`src/rtl/mem_master.sv`:
```
// mem_master -- bridges a single-outstanding core load/store port onto
// separate read and write memory channels.
//
// Loads and word stores are issued as one memory access. Byte and half
// stores are done as read-modify-write: the containing word is read, the
// selected lanes are replaced, and the merged word is written back.
// Misaligned requests and the illegal size are answered with an error
// without touching memory. Any memory access that sees no ready for
// TIMEOUT cycles is abandoned and answered with an error.
//
// Ports:
//   clk, reset                  clock (rising edge), async active-high reset
//   req_valid / req_ready       core request handshake (ready only in IDLE)
//   req_write, req_size,        request attributes, captured on acceptance
//   req_signed, req_addr,
//   req_wdata
//   resp_valid, resp_data,      one-cycle completion pulse with load data
//   resp_err                    and error flag
//   mem_rd_addr / mem_rd_valid  read request, word-aligned address
//   mem_rd_data / mem_rd_ready  read data, valid while ready is high
//   mem_wr_addr / mem_wr_data   write request, word-aligned address
//   mem_wr_valid / mem_wr_ready write handshake
module mem_master #(
  parameter int unsigned TIMEOUT = 255
) (
  input  logic        clk,
  input  logic        reset,
  input  logic        req_valid,
  output logic        req_ready,
  input  logic        req_write,
  input  logic [1:0]  req_size,
  input  logic        req_signed,
  input  logic [31:0] req_addr,
  input  logic [31:0] req_wdata,
  output logic        resp_valid,
  output logic [31:0] resp_data,
  output logic        resp_err,
  output logic [31:0] mem_wr_addr,
  output logic [31:0] mem_wr_data,
  output logic        mem_wr_valid,
  input  logic        mem_wr_ready,
  output logic [31:0] mem_rd_addr,
  output logic        mem_rd_valid,
  input  logic [31:0] mem_rd_data,
  input  logic        mem_rd_ready
);

  typedef enum logic [1:0] {
    IDLE  = 2'd0,
    READ  = 2'd1,
    WRITE = 2'd2,
    RESP  = 2'd3
  } state_t;

  // Counter value at which one more ready-less cycle means timeout.
  localparam logic [15:0] CNT_LAST = 16'(TIMEOUT - 32'd1);

  state_t      state_r;
  logic        write_r;
  logic [1:0]  size_r;
  logic        signed_r;
  logic [1:0]  lane_r;
  logic [31:0] wdata_r;
  logic [15:0] count_r;
  logic        turn_r;
  logic        resp_valid_r;
  logic        resp_err_r;
  logic [31:0] resp_data_r;
  logic        rd_valid_r;
  logic        wr_valid_r;
  logic [31:0] rd_addr_r;
  logic [31:0] wr_addr_r;
  logic [31:0] wr_data_r;
  logic        req_bad_s;

  // Pick the addressed lane out of a memory word and extend it to 32 bits.
  function automatic logic [31:0] load_extract(input logic [31:0] word,
                                               input logic [1:0]  size,
                                               input logic [1:0]  lane,
                                               input logic        sext);
    logic [7:0]  byte_v;
    logic [15:0] half_v;
    logic [31:0] res_v;
    byte_v = 8'(word >> {lane, 3'b000});
    half_v = 16'(word >> {lane[1], 4'b0000});
    case (size)
      2'b00:   res_v = {{24{sext & byte_v[7]}}, byte_v};
      2'b01:   res_v = {{16{sext & half_v[15]}}, half_v};
      default: res_v = word;
    endcase
    return res_v;
  endfunction

  // Replace the addressed lane of a memory word with right-aligned store data.
  function automatic logic [31:0] merge_lanes(input logic [31:0] word,
                                              input logic [31:0] data,
                                              input logic [1:0]  size,
                                              input logic [1:0]  lane);
    logic [31:0] mask_v;
    logic [31:0] ins_v;
    case (size)
      2'b00: begin
        mask_v = 32'h0000_00FF << {lane, 3'b000};
        ins_v  = {24'h00_0000, data[7:0]} << {lane, 3'b000};
      end
      2'b01: begin
        mask_v = 32'h0000_FFFF << {lane[1], 4'b0000};
        ins_v  = {16'h0000, data[15:0]} << {lane[1], 4'b0000};
      end
      default: begin
        mask_v = 32'hFFFF_FFFF;
        ins_v  = data;
      end
    endcase
    return (word & ~mask_v) | (ins_v & mask_v);
  endfunction

  // Request is unserviceable: misaligned for its size, or illegal size.
  always_comb begin
    req_bad_s = 1'b0;
    case (req_size)
      2'b00:   req_bad_s = 1'b0;
      2'b01:   req_bad_s = req_addr[0];
      2'b10:   req_bad_s = |req_addr[1:0];
      default: req_bad_s = 1'b1;
    endcase
  end

  assign req_ready    = (state_r == IDLE);
  assign resp_valid   = resp_valid_r;
  assign resp_err     = resp_err_r;
  assign resp_data    = resp_data_r;
  assign mem_rd_valid = rd_valid_r;
  assign mem_wr_valid = wr_valid_r;
  assign mem_rd_addr  = rd_addr_r;
  assign mem_wr_addr  = wr_addr_r;
  assign mem_wr_data  = wr_data_r;

  // Main controller: request capture, memory handshakes, timeout, response.
  always_ff @(posedge clk or posedge reset) begin
    if (reset) begin
      state_r      <= IDLE;
      write_r      <= 1'b0;
      size_r       <= 2'b00;
      signed_r     <= 1'b0;
      lane_r       <= 2'b00;
      wdata_r      <= 32'h0000_0000;
      count_r      <= 16'h0000;
      turn_r       <= 1'b0;
      resp_valid_r <= 1'b0;
      resp_err_r   <= 1'b0;
      resp_data_r  <= 32'h0000_0000;
      rd_valid_r   <= 1'b0;
      wr_valid_r   <= 1'b0;
      rd_addr_r    <= 32'h0000_0000;
      wr_addr_r    <= 32'h0000_0000;
      wr_data_r    <= 32'h0000_0000;
    end else begin
      case (state_r)
        IDLE: begin
          if (req_valid) begin
            write_r   <= req_write;
            size_r    <= req_size;
            signed_r  <= req_signed;
            lane_r    <= req_addr[1:0];
            wdata_r   <= req_wdata;
            rd_addr_r <= {req_addr[31:2], 2'b00};
            wr_addr_r <= {req_addr[31:2], 2'b00};
            count_r   <= 16'h0000;
            turn_r    <= 1'b0;
            if (req_bad_s) begin
              state_r      <= RESP;
              resp_valid_r <= 1'b1;
              resp_err_r   <= 1'b1;
              resp_data_r  <= 32'h0000_0000;
            end else if (req_write && (req_size == 2'b10)) begin
              state_r    <= WRITE;
              wr_valid_r <= 1'b1;
              wr_data_r  <= req_wdata;
            end else begin
              // Loads, and sub-word stores which need the old word first.
              state_r    <= READ;
              rd_valid_r <= 1'b1;
            end
          end
        end

        READ: begin
          // Ready wins over a timeout that would fire on the same edge.
          if (mem_rd_ready) begin
            rd_valid_r <= 1'b0;
            count_r    <= 16'h0000;
            if (write_r) begin
              // The merged word is registered here and the write is raised
              // one cycle later, leaving an idle cycle between the read and
              // the write-back on the memory side.
              state_r   <= WRITE;
              wr_data_r <= merge_lanes(mem_rd_data, wdata_r, size_r, lane_r);
              turn_r    <= 1'b1;
            end else begin
              state_r      <= RESP;
              resp_valid_r <= 1'b1;
              resp_err_r   <= 1'b0;
              resp_data_r  <= load_extract(mem_rd_data, size_r, lane_r, signed_r);
            end
          end else if (count_r == CNT_LAST) begin
            rd_valid_r   <= 1'b0;
            state_r      <= RESP;
            resp_valid_r <= 1'b1;
            resp_err_r   <= 1'b1;
            resp_data_r  <= 32'h0000_0000;
          end else begin
            count_r <= count_r + 16'h0001;
          end
        end

        WRITE: begin
          if (turn_r) begin
            turn_r     <= 1'b0;
            wr_valid_r <= 1'b1;
            count_r    <= 16'h0000;
          end else if (mem_wr_ready) begin
            wr_valid_r   <= 1'b0;
            state_r      <= RESP;
            resp_valid_r <= 1'b1;
            resp_err_r   <= 1'b0;
            resp_data_r  <= 32'h0000_0000;
          end else if (count_r == CNT_LAST) begin
            wr_valid_r   <= 1'b0;
            state_r      <= RESP;
            resp_valid_r <= 1'b1;
            resp_err_r   <= 1'b1;
            resp_data_r  <= 32'h0000_0000;
          end else begin
            count_r <= count_r + 16'h0001;
          end
        end

        RESP: begin
          state_r      <= IDLE;
          resp_valid_r <= 1'b0;
          resp_err_r   <= 1'b0;
          resp_data_r  <= 32'h0000_0000;
        end

        default: begin
          state_r      <= IDLE;
          rd_valid_r   <= 1'b0;
          wr_valid_r   <= 1'b0;
          resp_valid_r <= 1'b0;
          resp_err_r   <= 1'b0;
          resp_data_r  <= 32'h0000_0000;
        end
      endcase
    end
  end

endmodule

```
`config.mk`:
```
export PLATFORM = sky130hd
export DESIGN_NAME = mem_master
export DESIGN_NICKNAME = d
export VERILOG_FILES = /design/src/rtl/mem_master.sv
export SDC_FILE = /design/constraint.sdc
export NUM_CORES = 1
export LEC_CHECK = 0
export ABC_AREA = 1
export CAP_MARGIN = 20
export CORE_UTILIZATION = 35
export DETAILED_ROUTE_END_ITERATION = 6
export PLACE_DENSITY = 0.72
export SLEW_MARGIN = 5
export SYNTH_ARGS = -nofsm -noshare
export SYNTH_HDL_FRONTEND = slang
export SYNTH_SLANG_ARGS = --single-unit
export TNS_END_PERCENT = 5
```
`constraint.sdc`:
```
create_clock -name clk -period 6.45 [get_ports clk]
set_input_delay 0.9675 -clock clk [delete_from_list [all_inputs] [get_ports clk]]
set_output_delay 0.9675 -clock clk [all_outputs]
set_load 0.05 [all_outputs]
```
# Word level (Yosys, flattened, before mapping)
# Index checks and enable logic that the tools add are counted.
dict set report word_totals {
  regBits 155
}
dict set report op_classes {
  n_addsub 1
  n_eq_ne 19
  shift 6
  mux 69
  bitwise 6
  reduce_logical 16
}
# operator count
set ops {}
lappend ops {{32-bit 2-to-1 mux} 18}
lappend ops {{32-bit case mux with 2 select lines} 4}
lappend ops {{32-bit case mux with 4 select lines} 1}
lappend ops {{16-bit 2-to-1 mux} 5}
lappend ops {{32-bit bitwise AND} 2}
lappend ops {{16-bit case mux with 3 select lines} 1}
lappend ops {{32-bit inverter} 1}
lappend ops {{32-bit OR} 1}
lappend ops {{16-bit by 5-bit << shifter with 32-bit output} 1}
lappend ops {{16-bit by 5-bit << shifter with 32-bit output (first input constant)} 1}
lappend ops {{8-bit by 5-bit << shifter with 32-bit output} 1}
lappend ops {{8-bit by 5-bit << shifter with 32-bit output (first input constant)} 1}
lappend ops {{32-bit by 5-bit >> shifter with 16-bit output} 1}
lappend ops {{32-bit by 5-bit >> shifter with 8-bit output} 1}
lappend ops {{1-bit 2-to-1 mux} 26}
lappend ops {{16-bit by 1-bit adder with 16-bit output (second input constant)} 1}
lappend ops {{16-bit by 8-bit equality test with 1-bit output (second input constant)} 1}
lappend ops {{2-bit 2-to-1 mux} 7}
lappend ops {{2-bit inequality test (second input constant)} 6}
lappend ops {{5-bit AND reduction} 2}
lappend ops {{3-bit inequality test (second input constant)} 3}
lappend ops {{1-bit case mux with 4 select lines} 2}
lappend ops {{2-bit case mux with 4 select lines} 1}
lappend ops {{4-bit AND reduction} 2}
lappend ops {{15 further kinds} 27}

# Depth between registers and ports, before layout
# Gate-level depths: netlist of the first run.
dict set report logic_depth {
  depth_word 11
  mapped_depth 14
  depth_no_buf 13
}

# Worst setup path before layout of the first run
# Ideal clock, no wire load.
dict set report synth_path {
  path_kind {register to register}
  startpoint {register state_r[0]}
  endpoint {register resp_data_r[15], in the netlist resp_data[15]}
  setup_ns 0.065
  arrival_ns 2.215
  setup_slack_ns 4.170
  path_stages_with_launch 15
  path_cell_list {dfrtp_1 inv_1 ha_1 buf_6 inv_4 nor2_2 a21oi_2 inv_2 nor2_4 nand2_2 clkinv_2 o31ai_4 buf_8 nand2_2 nand2_2}
}
dict set report synth_between {
  elab_chain_cells 3
  elab_cells_between_ends 10
}
# item line
set synth_lines {}
lappend synth_lines {{from (decl)} 58} ;# state_t state_r;
lappend synth_lines {{from (signal assigned)} 142} ;# state_r <= IDLE;
lappend synth_lines {{from (signal assigned)} 172} ;# state_r <= RESP;
lappend synth_lines {{from (signal assigned)} 177} ;# state_r <= WRITE;
lappend synth_lines {{2-bit logical NOT *} -}
lappend synth_lines {{net req_ready} 29} ;# output logic req_ready,
lappend synth_lines {{2-bit by 1-bit inequality test with 1-bit output (no line) or 2-bit inequality test (tied branches)} -}
lappend synth_lines {{4-bit AND reduction (no line)} -}
lappend synth_lines {{to (signal assigned)} 204} ;# resp_data_r <= load_extract(mem_rd_data, size_r, lane_r, signed_r);
lappend synth_lines {{to (decl)} 68} ;# logic [31:0] resp_data_r;
# The timed path passes the listed nets; every way through them passes the cells marked *.
# A chain may end at the register's enable or synchronous reset.

# Worst setup path after layout of the first run
dict set report layout_path {
  startpoint {register state_r[0]}
  endpoint {output port req_ready}
}
dict set report layout_between {
  elab_chain_cells 1
}
# item line
set layout_lines {}
lappend layout_lines {{2-bit logical NOT} 129} ;# assign req_ready = (state_r == IDLE);
lappend layout_lines {{to (decl)} 29}
# Every way passes these cells.

==> results of run 1 <==
-- final cells by class --
cell class / count / area (um2)
multi-input cells: 802 / 4220
fillers: 2376 / 12800
well taps: 324 / 405
flip-flops and latches: 155 / 3880
clock buffers: 17 / 425
inverters: 70 / 272
repair buffers: 239 / 2380
clock inverters: 15 / 180
-- how the worst max path moves through the flow --
stage                 endpoint  slack, ns  depth (start not counted)
2_1_floorplan       count_r[0]       1.30                          1
5_1_grt              req_ready       2.96                          3
6_report             req_ready       3.05                          3
3_5_place_dp   mem_wr_data[30]       2.98                         10
3_3_place_gp    mem_wr_data[6]       3.13                         10
4_1_cts              req_ready       3.05                          3
-- critical path, stage by stage (launching register included) --
cell             delay (ns)
dfrtp_1                0.43
inv_1                  0.19
ha_1                   0.49
clkdlybuf4s50_1        0.89
-- placed cells by master, fill, tap and decap left out, types with 2 or more instances in the layout --
cell / instances
nand3_1: 107
o211ai_1: 19
nor3b_1: 3
inv_6: 6
a21oi_1: 41
clkbuf_16: 17
clkinv_4: 2
clkinvlp_4: 2
o21bai_1: 2
nor2_1: 62
clkdlybuf4s50_1: 233
and3_1: 2
nand2_1: 320
nand2_2: 41
nor2_2: 7
ha_1: 8
a21boi_0: 2
o21ai_1: 5
clkinv_2: 2
buf_4: 5
dfrtp_1: 155
nand4_1: 13
inv_2: 5
o21ai_2: 2
nor3_1: 6
o21ai_0: 81
inv_1: 62
bufinv_16: 2
nor2_4: 4
inv_8: 2
mux2_2: 57
nand3_2: 3
conb_1: 4
-- registers in the layout, indices dropped and copies added, names as in the netlist, 2 cells and up --
register,count
wdata_r,32
size_r,2
mem_rd_addr,30
lane_r,2
count_r,16
mem_wr_data,32
resp_data,32
state_r,2
-- power by group --
group | internal [uW] | leakage, uW | switching (uW) | total, uW
Clock | 585 | 0.000292 | 455 | 1040
Combinational | 1330 | 0.00310 | 2770 | 4090
Sequential | 1360 | 0.00195 | 336 | 1700
-- through the flow --
stage,power [uW],util,setup WS [ns],area [um2]
after floorplan,4700,-,1.30,8840
after global placement,5710,0.454,3.13,11100
after detailed placement,5780,0.454,2.98,11100
after CTS,6840,0.479,3.05,11700
after global routing,7250,0.479,2.96,11800
final,6840,0.479,3.05,11800
-- metal layers --
layer	up-vias	share of wire
met1	3915	0.45
met3	52	0.071
met2	386	0.45
met5	-	0
met4	0	0.029
li1	3964	-
-- logic make-up (layout without fill, tap and decap cells) --
| group | after synthesis | after routing | share of synthesized area |
|---|---|---|---|
| and+or+nand+nor | 574 | 574 | 0.289 |
| AOI/OAI and AO/OA | 159 | 159 | 0.102 |
| DFF | 155 | 155 | 0.439 |
| buffers and inverters | 152 | 341 | 0.0858 |
| muxes | 57 | 57 | 0.0727 |
| adders and majority gates | 8 | 8 | 0.0113 |
| other | 1 | 4 | 0.000425 |
==> impl_metrics.csv, run 1 <==
group,metric,value,unit
clock_network,cts-resized-gates,0,
floorplan,die_w,161,um
clock_network,tritoncts,"built",
floorplan,io_pins,238,
clock_network,cts.clk_slew.worst_paths,0.06,ns
clock_network,cts_hold_buf,0,
yosys,synth_commonest_cells,"nand2_1 (321), dfrtp_1 (155), nand3_1 (107)",
yosys,synth_cell_types,44,
finish,diodes,0,
timing,finalSetupViolations,0,
yosys,synth_seq_cells,155,
timing,fmax,294,MHz
setup_path,worstReg2RegStart,"lane_r[1]",
yosys,ys_async_sr_fraction,1.00,
timing,drv_slew,0,
timing,period_share,0.527,
hold_path,hold_depth,2,
yosys,yosysWarnings,0,
yosys,syn_inst,1106,
run,cap_violations,0,
route,drt_pass1_iterations,5,
timing,whs,0.473,ns
yosys,synth.area.top_cells,"dfrtp_1 (44%), nand2_1 (14%), mux2_2 (7.3%), nand3_1 (6.1%), o21ai_0 (4.6%)",
route,wire_per_inst,16.5,um
setup_path,critPathLaunchType,"register",
placement,dp.cells,1589,
setup_path,critPathLaunch,"state_r[0]",
route,drc,0,
clock_network,cts_made_buffers,17,
power_and_ir_drop,ir_worst_vdd,0.291,mV
setup_path,ff2ff_path_depth,8,
setup_path,critPathMaxFanout,10,
placement,dp_hpwl,19600,um
global_route,met1_usage,0.294,
clock_network,clockBufferDepth,2,
finish,drive_gt1_frac,0.129,
yosys,synth_top_cell_area_share,0.439,
setup_path,r2r-end,"mem_wr_data[30]",
power_and_ir_drop,p_leak,0.00534,uW
floorplan,die_area,25900,um2
route,first_iter_violations,674,
timing,finalSetupTns,0,ns
timing,fin_crit,3.40,ns
yosys,synth_top_cell_by_area,"dfrtp_1",
global_route,antenna_found_initial,0,
timing,rsz0062_at_grt,"false",
route,wirelength,26800,um
yosys,synth_area_per_cell,7.99,um2
clock_network,cts_setup_buffers,0,
yosys,synth.cell_area,8830,um2
global_route,grt.met2_usage,0.319,
power_and_ir_drop,power_per_cell_area,581,nW/um2
timing,maxSlewHeadroom,0.310,
clock_network,cts_num_sinks,155,
route,ant_nets,0,
finish,syn_to_final_growth,33.1,%
clock_network,clk_latency,0.43,ns
yosys,synth-edff-count,0,
timing,tightest_slew,1.03,ns
hold_path,hold_start,"resp_data[17]",
floorplan,die_y,161,um
timing,hold_viol,0,
finish,final_cells,1622,
yosys,yosysMostFrequentCell,"nand2_1",
hold_path,hold_end,"resp_data[17]",
status,status,"finished, final reports clean",
floorplan,core,24500,um2
route,viasPerCell,5.13,
hold_path,min_path_type,"reg -> reg",
yosys,synth-seq-area-share,0.439,
setup_path,required,5.48,ns
global_route,grt_start_max_net_pins,101,
setup_path,crit_path_end_kind,"output port",
timing,finalClockSkew,0.0112,ns
clock_network,root_buffer,"clkbuf_16",
placement,globalplace.congestion,0.917,
global_route,track_usage,0.211,
global_route,grt_pass1_vias,7885,
setup_path,path_class,"reg -> out",
global_route,grt_overflow,0,
floorplan,rows,57,
setup_path,ff2ff_setup_slack,3.63,ns
global_route,met3_usage,0.0426,
floorplan,start_util,0.360,
clock_network,htreeDepth,4,
global_route,busiest_layer,"met2",
setup_path,arrival,2.43,ns
finish,layout.nets,1398,
route,via_count,8317,
yosys,synthFlopType,"dfrtp_1",
global_route,grt_first_pass_wirelength,43100,um
placement,port_buffers,233,
Power figures use the tool's default switching activity.
==> run 2, diff against run 1 <==
PLACE_DENSITY = 0.74   (was 0.72)
clock period = 3.1 ns   (was 6.45 ns; I/O delays follow)
==> run 2 against run 1 <==
  * Sequential share of layout area fell by 0.40 points
  * Register-to-register slack got worse by 3.1 ns
  * Core utilization is 0.59 points higher
  * Worst hold slack improved by 0.0025 ns
  * Cell count is 0.68% higher
  * Sequential cell count stayed put
  * Critical path type unchanged
  * Critical endpoint unchanged
  * Largest cell class unchanged
  * Largest power group unchanged
  * Highest routed layer unchanged
==> impl_metrics.csv, run 2 (same netlist as run 1, synthesis figures left out) <==
group,metric,value,unit
timing,tightest_slew,0.741,ns
timing,rsz0062_at_grt,"false",
placement,port_buffers,233,
clock_network,cts_made_buffers,17,
floorplan,core,24500,um2
floorplan,start_util,0.360,
route,via_count,8334,
finish,utilization,0.485,
clock_network,clk_latency,0.44,ns
global_route,grt_first_pass_wirelength,43000,um
floorplan,die_y,161,um
finish,final_cell_mix,"nand2_1 (320), clkdlybuf4s50_1 (233), dfrtp_1 (155)",
route,wirelength,27000,um
route,viasPerCell,5.10,
clock_network,root_buffer,"clkbuf_16",
setup_path,required,2.63,ns
floorplan,io_pins,238,
finish,fillers,2341,
timing,finalClockSkew,0.0170,ns
setup_path,critPathLaunch,"state_r[0]",
status,status,"finished, final reports clean",
clock_network,htreeDepth,4,
global_route,grt_overflow,0,
route,ant_nets,0,
timing,fmax,345,MHz
setup_path,arrival,2.44,ns
floorplan,die_area,25900,um2
timing,drv_slew,0,
timing,maxSlewHeadroom,0.506,
placement,globalplace.congestion,0.899,
floorplan,die_w,161,um
route,drt_pass1_iterations,5,
setup_path,critPathMaxFanout,10,
setup_path,ff2ff_setup_slack,0.51,ns
placement,dp_hpwl,20100,um
clock_network,tritoncts,"built",
clock_network,clockBufferDepth,2,
timing,hold_viol,0,
finish,final_common_cell,"nand2_1",
timing,period_share,0.936,
power_and_ir_drop,ir_worst_vdd,0.733,mV
setup_path,critPathLaunchType,"register",
finish,diodes,0,
setup_path,crit_path_end_kind,"output port",
floorplan,rows,57,
global_route,antenna_found_initial,0,
route,drc,0,
run,cap_violations,0,
global_route,grt_start_max_net_pins,130,
setup_path,path_class,"reg -> out",
power_and_ir_drop,p_leak,0.00542,uW
finish,syn_to_final_growth,34.8,%
clock_network,cts.clk_slew.worst_paths,0.06,ns
clock_network,cts-resized-gates,0,
finish,layout.nets,1409,
setup_path,worstReg2RegStart,"state_r[0]",
timing,fin_crit,2.90,ns
route,first_iter_violations,658,
timing,finalSetupTns,0,ns
global_route,grt_pass1_vias,7819,
hold_path,hold_start,"resp_data[19]",
clock_network,cts_hold_buf,0,
hold_path,min_path_type,"reg -> reg",
placement,placed_cell_area,11300,um2
power_and_ir_drop,power_per_cell_area,1210,nW/um2
finish,design_area,11900,um2
global_route,track_usage,0.212,
timing,finalSetupViolations,0,
route,wire_per_inst,16.5,um
clock_network,cts_setup_buffers,0,
finish,drive_gt1_frac,0.136,
clock_network,cts_num_sinks,155,
==> run 2: critical path, cell delays in order, from the launching register on <==
cell and delay (ns):
dfrtp_1 0.43, inv_1 0.18, ha_1 0.50, clkdlybuf4s50_1 0.90
==> run 2: through the flow <==
| stage | hold WS, ns | power (uW) | setup slack, ns | instances |
|---|---|---|---|---|
| final | 0.476 | 14400 | 0.200 | 1633 |
| after global routing | 0.510 | 15300 | 0.124 | 1633 |
| after CTS | 0.479 | 14400 | 0.194 | 1632 |
| after detailed placement | 0.463 | 12200 | 0.360 | 1600 |
| after global placement | 0.460 | 12000 | 0.476 | 1600 |
| after floorplan | 0.453 | 9780 | 0.676 | 1109 |
==> run 2: final cells by class <==
class | instances | area [um2] | share of cell area
clock buffers | 17 | 425 | 0.0357
clock inverters | 15 | 205 | 0.0172
inverters | 70 | 270 | 0.0227
multi-input cells | 802 | 4220 | 0.354
flip-flops and latches | 155 | 3880 | 0.326
well taps | 324 | 405 | 0.0341
repair buffers | 250 | 2500 | 0.210
==> run 2: worst paths after layout <==
check | to | cells after the start
setup / recovery | req_ready | 3
hold / removal | resp_data[19] | 2
setup reg to reg | resp_data[20] | 13
hold reg to reg | resp_data[19] | 2
max in group asynchronous | count_r[5] | 3
min in group asynchronous | resp_data[28] | 3
==> run 2: power breakdown <==
group          switching, uW  total [uW]  internal [uW]
Sequential               644        3490           2840
Combinational           5860        8700           2840
Clock                    944        2250           1300
Total                   7450       14400           6980
==> run 2: metal layers <==
| metal | up-vias | wire [um] | track usage | share of wire |
|---|---|---|---|---|
| met5 | - | 0 | 0 | 0 |
| met4 | 0 | 622 | 0.0759 | 0.023 |
| met3 | 41 | 1820 | 0.0362 | 0.067 |
| met2 | 362 | 12400 | 0.331 | 0.46 |
| met1 | 3948 | 12100 | 0.295 | 0.45 |
| li1 | 3983 | - | - | - |
==> variant: new RTL, settings of run 2 <==
Re-encode `state_t` (4 states) as one-hot, 4 bits wide.
--- a/src/rtl/mem_master.sv
+++ b/src/rtl/mem_master.sv
@@ -47,7 +47,7 @@
 
-  typedef enum logic [1:0] {
-    IDLE  = 2'd0,
-    READ  = 2'd1,
-    WRITE = 2'd2,
-    RESP  = 2'd3
+  typedef enum logic [3:0] {
+    IDLE  = 4'b0001,
+    READ  = 4'b0010,
+    WRITE = 4'b0100,
+    RESP  = 4'b1000
   } state_t;
Check against the original RTL: no difference found for any inputs over 4 cycles, from zero or initial values and one cycle with reset high; so few cycles prove little.
==> variant against run 2 <==
Total power down 12%. Clock skew fell by 3.4 ps. Cell area grew 1.9%. Critical endpoint unchanged. Sequential cell count increased by 2. Setup slack improved by 230 ps. Sequential power is 2% lower. Routed wire length rose by 11%. Hold slack worse by 3.7 ps. Synthesized area is 3.5% higher.
==> variant: results (changes against run 2) <==
| Metric | Value |
|---|---|
| Status | completed |
| Power Density | 1050 nW/um2 (-13%) |
| Reg2Reg Depth | 7 (-6) |
| Worst vdd ir | 0.853 mV (+16%) |
| Static leakage | 5.90 nW (+8.9%) |
| Fillers | 2554 (+9.1%) |
| Pin count of the biggest net entering global routing | 53 (-59%) |
| Number of global-route vias before repair | 8563 (+9.5%) |
| Crit Reg-Reg Startpoint | lane_r[1] |
| Vias per std cell | 5.03 (-1.5%) |
| WL met3 | 1890 um (+3.6%) |
| Area after DPL | 11600 um2 (+2.7%) |
| Worst path max stage delay | 820 ps (-80 ps) |
| Wire per inst | 16.9 um (+2.3%) |
| Sequential cell area fraction in the yosys report | 43.0% (-0.91 points) |
| First-pass GRT wire length | 47000 um (+9.3%) |
| Metal2 WL | 14400 um (+16%) |
| Top cells by count, synth | nand2_1 (483), dfrtp_1 (156), nand3_1 (112), inv_1 (95), nor2_1 (68) |
| Hold_ws | 472 ps (-3.66 ps) |
| Yosys top cell area share | 42.7% (-1.2 points) |
| Critical Path Fanout Max | 9 (-1) |
| GRT Overall Usage | 22.8% (+1.7 points) |
| M3 GR Usage | 3.76% (+0.14 points) |
| Layout Skew | 13.6 ps (-3.35 ps) |
| Most area-consuming cells after synthesis | dfrtp_1 (43%), nand2_1 (20%), nand3_1 (6.1%), inv_1 (3.9%), buf_4 (3.5%) |
| Slew headroom | 56.2% (+5.6 points) |
| R2R Path End | resp_data[19] |
| WP data arrival | 2200 ps (-240 ps) |
| Synth cell types | 42 (-4.5%) |
| Ratio of cells with drive above 1 in the final layout | 7.89% (-5.7 points) |
| Post-DP HPWL | 23000 um (+14%) |
| Met2 Use GR | 37.2% (+4.1 points) |
variant: cell types whose count changed after synthesis, moves of 6 or more:
cell,before,now
nand2_2,41,9
o21ai_1,5,15
o21ai_0,81,48
inv_1,63,95
mux2_1,0,19
nand4_1,13,19
clkbuf_1,23,16
nand2_1,321,483
mux2_2,57,19
nor2_1,62,68
buf_2,12,22
ha_1,8,2
inv_2,5,11
variant: cell families (layout without fill, tap and decap cells):
group / after synthesis / count (layout) / synth area share [%]
multiplexers: 38 / 38 / 4.68
other: 1 / 4 / 0.0410
XOR/XNOR: 2 / 2 / 0.192
AO/OA/AOI/OAI: 132 / 132 / 8.01
adder cells (fa/ha/maj): 2 / 2 / 0.274
AND/OR/NAND/NOR: 721 / 721 / 33.6
buffers and inverters: 192 / 389 / 10.2
flip-flops: 157 / 157 / 43.0
variant: worst max-delay path by stage:
stage and end:
2_1_floorplan count_r[0], 3_3_place_gp resp_data[30], 3_5_place_dp resp_data[19], 4_1_cts req_ready
5_1_grt req_ready, 6_report req_ready
variant: metrics by stage:
step | setup slack (ps) | std cells
after detailed placement | 648 | 1744
after global routing | 347 | 1775
final | 431 | 1775
after global placement | 717 | 1744
after floorplan | 649 | 1248
after CTS | 397 | 1775
variant: area by class of cell:
type                            instances  area share (%)
Clock buffer                           19            3.57
Clock inverter                         12            1.15
Inverter                              107            3.34
Multi-Input combinational cell        899            35.4
Sequential cell                       157            32.4
Tap cell                              330            3.40
Timing Repair Buffer                  251            20.7
variant: where the power goes:
part | total (mW) | internal (mW) | switching, mW | leakage (nW)
combinational | 7.28 | 2.29 | 4.99 | 3.64
clock | 2.08 | 1.19 | 0.891 | 0.258
sequential | 3.41 | 2.78 | 0.629 | 2.00
total | 12.8 | 6.26 | 6.51 | 5.90
